<file path="config.mk">
export PLATFORM = sky130hd
export DESIGN_NAME = if_prefetch_queue
export DESIGN_NICKNAME = d
export VERILOG_FILES = /design/src/rtl/if_pkg.sv /design/src/rtl/pq_fifo.sv /design/src/rtl/if_prefetch_queue.sv
export SDC_FILE = /design/constraint.sdc
export NUM_CORES = 1
export LEC_CHECK = 0
export BUFFER_PORTS_ARGS = -buffer_cell sky130_fd_sc_hd__buf_2
export CORE_UTILIZATION = 25
export DETAILED_ROUTE_END_ITERATION = 8
export PLACE_DENSITY_LB_ADDON = 0.1
export SLEW_MARGIN = 20
export SYNTH_ARGS = -nofsm -noshare
export SYNTH_HDL_FRONTEND = slang
export SYNTH_SLANG_ARGS = --single-unit
</file>
<file path="constraint.sdc">
create_clock -name clk -period 4.95 [get_ports clk]
set_clock_uncertainty 0.15 [all_clocks]
set_input_delay 0.495 -clock clk [delete_from_list [all_inputs] [get_ports clk]]
set_output_delay 0.495 -clock clk [all_outputs]
set_load 0.02 [all_outputs]
</file>
<file path="src/rtl/if_pkg.sv">
// Shared types and constants for the instruction prefetch queue.
package if_pkg;

  localparam logic [31:0] RESET_PC_DEFAULT = 32'h0;
  localparam logic [31:0] NOP_INSTR        = 32'h0;

  typedef struct packed {
    logic [31:0] pc;
    logic [31:0] instr;
  } fetch_entry_t;

endpackage

</file>
<file path="src/rtl/pq_fifo.sv">
// Synchronous FIFO of fetch entries with a single-cycle flush.
// The head entry is readable combinationally.
module pq_fifo
  import if_pkg::*;
#(
  parameter int unsigned DEPTH = 4
) (
  input  logic                     clk,
  input  logic                     reset,
  input  logic                     push,
  input  fetch_entry_t             push_data,
  input  logic                     pop,
  input  logic                     flush,
  output fetch_entry_t             head,
  output logic [$clog2(DEPTH):0]   count
);

  localparam int unsigned AW = $clog2(DEPTH);

  fetch_entry_t    mem_q [DEPTH];
  logic [AW-1:0]   wr_ptr_q, rd_ptr_q;
  logic [AW:0]     count_q;

  // Pointers wrap naturally because DEPTH is a power of two.
  always_ff @(posedge clk or negedge reset) begin
    if (!reset) begin
      wr_ptr_q <= '0;
      rd_ptr_q <= '0;
      count_q  <= '0;
    end else if (flush) begin
      wr_ptr_q <= '0;
      rd_ptr_q <= '0;
      count_q  <= '0;
    end else begin
      if (push) wr_ptr_q <= wr_ptr_q + AW'(1);
      if (pop)  rd_ptr_q <= rd_ptr_q + AW'(1);
      count_q <= count_q + (AW+1)'(push) - (AW+1)'(pop);
    end
  end

  always_ff @(posedge clk) begin
    if (push && !flush) mem_q[wr_ptr_q] <= push_data;
  end

  assign head  = mem_q[rd_ptr_q];
  assign count = count_q;

endmodule

</file>
<file path="src/rtl/if_prefetch_queue.sv">
// Sequential instruction prefetcher feeding the IF->ID register. Credits bound
// queued plus in-flight fetches; a redirect flushes and drops stale responses.
module if_prefetch_queue
  import if_pkg::*;
#(
  parameter int unsigned DEPTH    = 4,
  parameter logic [31:0] RESET_PC = RESET_PC_DEFAULT
) (
  input  logic        clk,
  input  logic        reset,
  output logic        imem_req,
  output logic [31:0] imem_addr,
  input  logic        imem_gnt,
  input  logic        imem_rvalid,
  input  logic [31:0] imem_rdata,
  input  logic        redirect,
  input  logic [31:0] redirect_addr,
  input  logic        PC_IFWrite,
  output logic        inst_valid,
  output logic [31:0] Instruction_if,
  output logic [31:0] PC,
  output logic [31:0] NextPC_if
);

  localparam int unsigned CW          = $clog2(DEPTH) + 1;
  localparam logic [CW:0] DEPTH_LIMIT = DEPTH[CW:0];

  logic [CW-1:0] count;
  logic [CW-1:0] outstanding_q, outstanding_d;
  logic [CW-1:0] discard_q, discard_d;
  logic [31:0]   fetch_pc_q, fetch_pc_d;
  logic [31:0]   resp_pc_q, resp_pc_d;
  logic [31:0]   pc_hold_q;
  logic          grant, resp, push, pop;
  fetch_entry_t  head, push_entry;

  // Gating with reset keeps the request low while reset is held.
  assign imem_req  = reset && !redirect &&
                     (({1'b0, count} + {1'b0, outstanding_q}) < DEPTH_LIMIT);
  assign imem_addr = fetch_pc_q;

  assign grant = imem_req && imem_gnt;
  // A response with nothing outstanding can only be a leftover from before reset.
  assign resp  = imem_rvalid && (outstanding_q != '0);
  assign push  = resp && !redirect && (discard_q == '0);

  assign inst_valid     = (count != '0);
  assign pop            = inst_valid && PC_IFWrite && !redirect;
  assign Instruction_if = inst_valid ? head.instr : NOP_INSTR;
  assign PC             = inst_valid ? head.pc : pc_hold_q;
  assign NextPC_if      = PC + 32'd4;

  assign push_entry = '{pc: resp_pc_q, instr: imem_rdata};

  always_comb begin
    fetch_pc_d    = fetch_pc_q;
    resp_pc_d     = resp_pc_q;
    outstanding_d = outstanding_q + CW'(grant) - CW'(resp);
    discard_d     = discard_q;
    if (redirect) begin
      fetch_pc_d = redirect_addr;
      resp_pc_d  = redirect_addr;
      // Every fetch still in flight is stale, including ones already marked.
      discard_d  = outstanding_q - CW'(resp);
    end else begin
      if (grant) fetch_pc_d = fetch_pc_q + 32'd4;
      if (push)  resp_pc_d  = resp_pc_q + 32'd4;
      if (resp && (discard_q != '0)) discard_d = discard_q - CW'(1);
    end
  end

  always_ff @(posedge clk or negedge reset) begin
    if (!reset) begin
      fetch_pc_q    <= RESET_PC;
      resp_pc_q     <= RESET_PC;
      outstanding_q <= '0;
      discard_q     <= '0;
      pc_hold_q     <= RESET_PC;
    end else begin
      fetch_pc_q    <= fetch_pc_d;
      resp_pc_q     <= resp_pc_d;
      outstanding_q <= outstanding_d;
      discard_q     <= discard_d;
      if (inst_valid) pc_hold_q <= head.pc;
    end
  end

  pq_fifo #(
    .DEPTH (DEPTH)
  ) u_fifo (
    .clk       (clk),
    .reset     (reset),
    .push      (push),
    .push_data (push_entry),
    .pop       (pop),
    .flush     (redirect),
    .head      (head),
    .count     (count)
  );

endmodule

</file>
==> metrics.yaml <==
logic_synthesis:
  yosysWarnings: 0
  synth.distinct_cells: 51
  ys_dominant_reg_cell: "edfxtp_1"
  syn_inst: 1072
  syn-num-nets: 1161
  avgSynthCellArea_um2: 14.7
  synth-edff-count: 256
  yosysSeqAreaShare: 0.662
  synth_seq_cells: 365
  netlist_area_um2: 15700
  ys_async_sr_fraction: 0.299
floorplan:
  die_h_um: 253
  io_pins: 200
  dieArea_um2: 63900
  core_um2: 61900
  rows: 91
  die_w_um: 253
  start_util: 0.254
cts:
  htreeDepth: 2
  cts_root_buffer: "clkbuf_16"
  postCtsSetupRepairBufs: 0
  cts_resized: 0
  tritoncts: "built"
  clockBufferDepth: 3
  clock_latency_ns: 0.57
  clk_pin_slew_ns: 0.05
  cts_buffers: 44
  clock_sinks: 365
run_status:
  outcome: "complete, no violations"
flow_run:
  maxCapViolCount: 0
setup_path:
  cp.depth: 8
  critPathLaunchType: "flip-flop"
  crit_start: "u_fifo.rd_ptr_q[0]"
  cp.arrival_ns: 3.57
  critPathTopFamily: "compound AO/OA/AOI/OAI gates"
  r2r_cells: 6
  critPathKind: "flip-flop to output port"
  critPathRequiredTime_ns: 4.30
  critPathBufInv: 2
  cp_slowest_cell: "dfrtp_4"
  cp-end-kind: "output port"
  slowest_delay_ns: 0.69
  path_cells: "buf_4 > mux4_2 > and3_1 > a31oi_1 > a221o_1 > nor4_2 > xor2_1 > buf_2"
  r2r-start: "discard_q[0]"
  cp_max_fo: 21
finish:
  num-nets-final: 1415
  areaGrowthSynthToFinish_pct: 24.3
  multiInputGateArea_um2: 4990
  drive_gt1_frac: 0.277
  final_core_util: 0.316
  nFillCells: 6263
  n_antenna_cell: 0
  regArea_um2: 10400
route:
  drt-pass1-iter-count: 5
  drc: 0
  routed_via_density: 4.42
  num_vias: 9722
  wl_per_cell_um: 19.9
  drtIter0Drc: 541
  wl_um: 43700
  ant_nets: 0
timing:
  rsz0062_at_grt: "no"
  tns_ns: 0
  setup_ws_ns: 0.736
  drv_slew: 0
  fin_crit_ns: 4.21
  hold_violations: 0
  period_share: 0.851
  setup_violations: 0
  worst_slew_pin_slew_ns: 0.873
  max_freq_mhz: 237
  slew_headroom: 0.418
global_route:
  grt_max_degree: 65
  grt_overflow: 0
  antenna_found_initial: 0
  grt_pass1_wl_um: 66200
  grt_pass1_vias: 10300
  grt_usage: 0.139
power:
  p_per_area_nw_per_um2: 562
  clkPwrFrac: 0.290
  seq_power_share: 0.355
  p_leak_nw: 7.31
  comb_power_share: 0.355
  vdd_drop_max_mv: 0.237
  switching_share: 0.377
  p_int_mw: 6.85
  p_switching_mw: 4.14
placed_design:
  port_buffers: 199
  dp_hpwl_um: 29200
  place.gp.congestion: 0.741
  post-place-ws_ns: 1.23
min_path:
  min_from: "redirect_addr[21]"
  hold_path.class: "input pin to flip-flop"
  hold_depth: 3
-- placed cells by master (no fill, tap or decap), types with 14 or more instances in the layout --
cell type	n
and2_1	41
and3_1	14
buf_2	198
buf_4	22
clkbuf_16	44
dfrtp_1	107
dlygate4sd3_1	34
edfxtp_1	256
ha_1	17
inv_1	31
mux4_2	57
nand2_1	156
nand3_1	48
nand4_1	20
nor2_1	29
o21ai_0	50
o311ai_0	14
xnor2_1	33
xor2_1	37
-- kinds of logic (layout without fill, tap and decap cells) --
| family | count (synthesis) | in the layout | synth area share |
|---|---|---|---|
| muxes | 78 | 78 | 0.103 |
| AOI/OAI and AO/OA | 105 | 105 | 0.0440 |
| DFF | 365 | 365 | 0.662 |
| xor gates and xnor gates | 70 | 70 | 0.0390 |
| and+or+nand+nor | 354 | 354 | 0.114 |
| adders and majority gates | 19 | 19 | 0.0161 |
| buffers and inverters | 81 | 370 | 0.0224 |
-- sequential cells by signal, summed over array words and instances, names as in the netlist --
signal,count
discard_q,3
pc_hold_q,32
u_fifo.mem_q,256
outstanding_q,3
resp_pc_q,32
u_fifo.wr_ptr_q,2
u_fifo.rd_ptr_q,2
imem_addr,32
u_fifo.count,3
-- worst paths after layout --
check / endpoint / slack [ns]
max: NextPC_if[31] / 0.74
min: resp_pc_q[21] / 0.03
max reg2reg: u_fifo.mem_q[3][13] / 1.86
min reg2reg: imem_addr[0] / 0.38
max in group asynchronous: u_fifo.rd_ptr_q[0] / 3.18
min in group asynchronous: imem_addr[19] / 0.25
-- cell usage after synthesis (all sizes together) (2+ instances only) --
| cell | n | area, µm² |
|---|---|---|
| o21ai | 51 | 259 |
| clkbuf | 32 | 120 |
| inv | 32 | 120 |
| xnor2 | 33 | 289 |
| xor2 | 37 | 324 |
| dfrtp | 109 | 2730 |
| and3 | 18 | 113 |
| a31oi | 10 | 62.6 |
| and4 | 8 | 70.1 |
| nor2b | 4 | 25.0 |
| nand2 | 156 | 586 |
| or3 | 3 | 18.8 |
| nand3 | 48 | 240 |
| edfxtp | 256 | 7690 |
| and2 | 41 | 257 |
| nand4b | 2 | 17.5 |
| nand3b | 2 | 15.0 |
| nor3 | 14 | 90.1 |
| buf | 17 | 113 |
| ha | 17 | 213 |
| a21oi | 10 | 50.1 |
| o22ai | 2 | 25.0 |
| mux4 | 64 | 1470 |
| o211ai | 10 | 75.1 |
| nand4 | 24 | 201 |
| mux2 | 6 | 67.6 |
| fa | 2 | 40.0 |
| mux2i | 8 | 80.1 |
| o311ai | 14 | 123 |
| nor2 | 30 | 113 |
-- worst register-to-register path, cell delays in order (launching register included) --
cell	delay, ns
dfrtp_1	0.36
inv_1	0.10
ha_1	0.14
nor2b_1	0.35
and2_1	0.47
and3_4	0.85
buf_4	0.36
-- power groups by stage --
stage | Sequential [mW] | Combinational, mW | Clock [mW]
4_1_cts | 3.90 | 4.02 | 3.30
6_report | 3.90 | 3.90 | 3.19
5_1_grt | 3.95 | 4.26 | 3.41
3_5_place_dp | 3.96 | 3.99 | 0
2_1_floorplan | 3.87 | 2.58 | 0
3_3_place_gp | 3.97 | 4.00 | 0
-- through the flow --
step | instance area, µm² | total power [mW] | instances | hold WS, ns
floorplan | 15700 | 6.45 | 1072 | 0.0494
global placement | 17800 | 7.97 | 2083 | 0.339
detailed placement | 17800 | 7.95 | 2083 | 0.329
CTS | 19600 | 11.2 | 2198 | 0.00428
global route | 19600 | 11.6 | 2198 | 0.0229
finish | 19600 | 11.0 | 2198 | 0.0307
-- repair_timing --
item / in CTS / in global routing
endpoints found under the hold margin: 157 / 0
endpoints found under the setup margin: 0 / 0
hold buffers: 34 / 0
-- per-layer routing --
metal	up-vias	part of all wire	GRT usage	routed length (µm)
li1	4533	-	-	-
met1	4912	0.48	0.195	21000
met2	223	0.46	0.218	20000
met3	54	0.044	0.0278	1940
met4	0	0.018	0.0338	775
met5	-	0	0	0
-- layout make-up --
class                      instances  area share
timing repair buffer             257      0.0796
clock inverter                    26      0.0122
sequential                       365       0.533
multi-input combinational        626       0.255
clock buffer                      55      0.0605
tap                              837      0.0536
inverter                          32     0.00614
No activity file was read; power rests on OpenSTA's default activity.
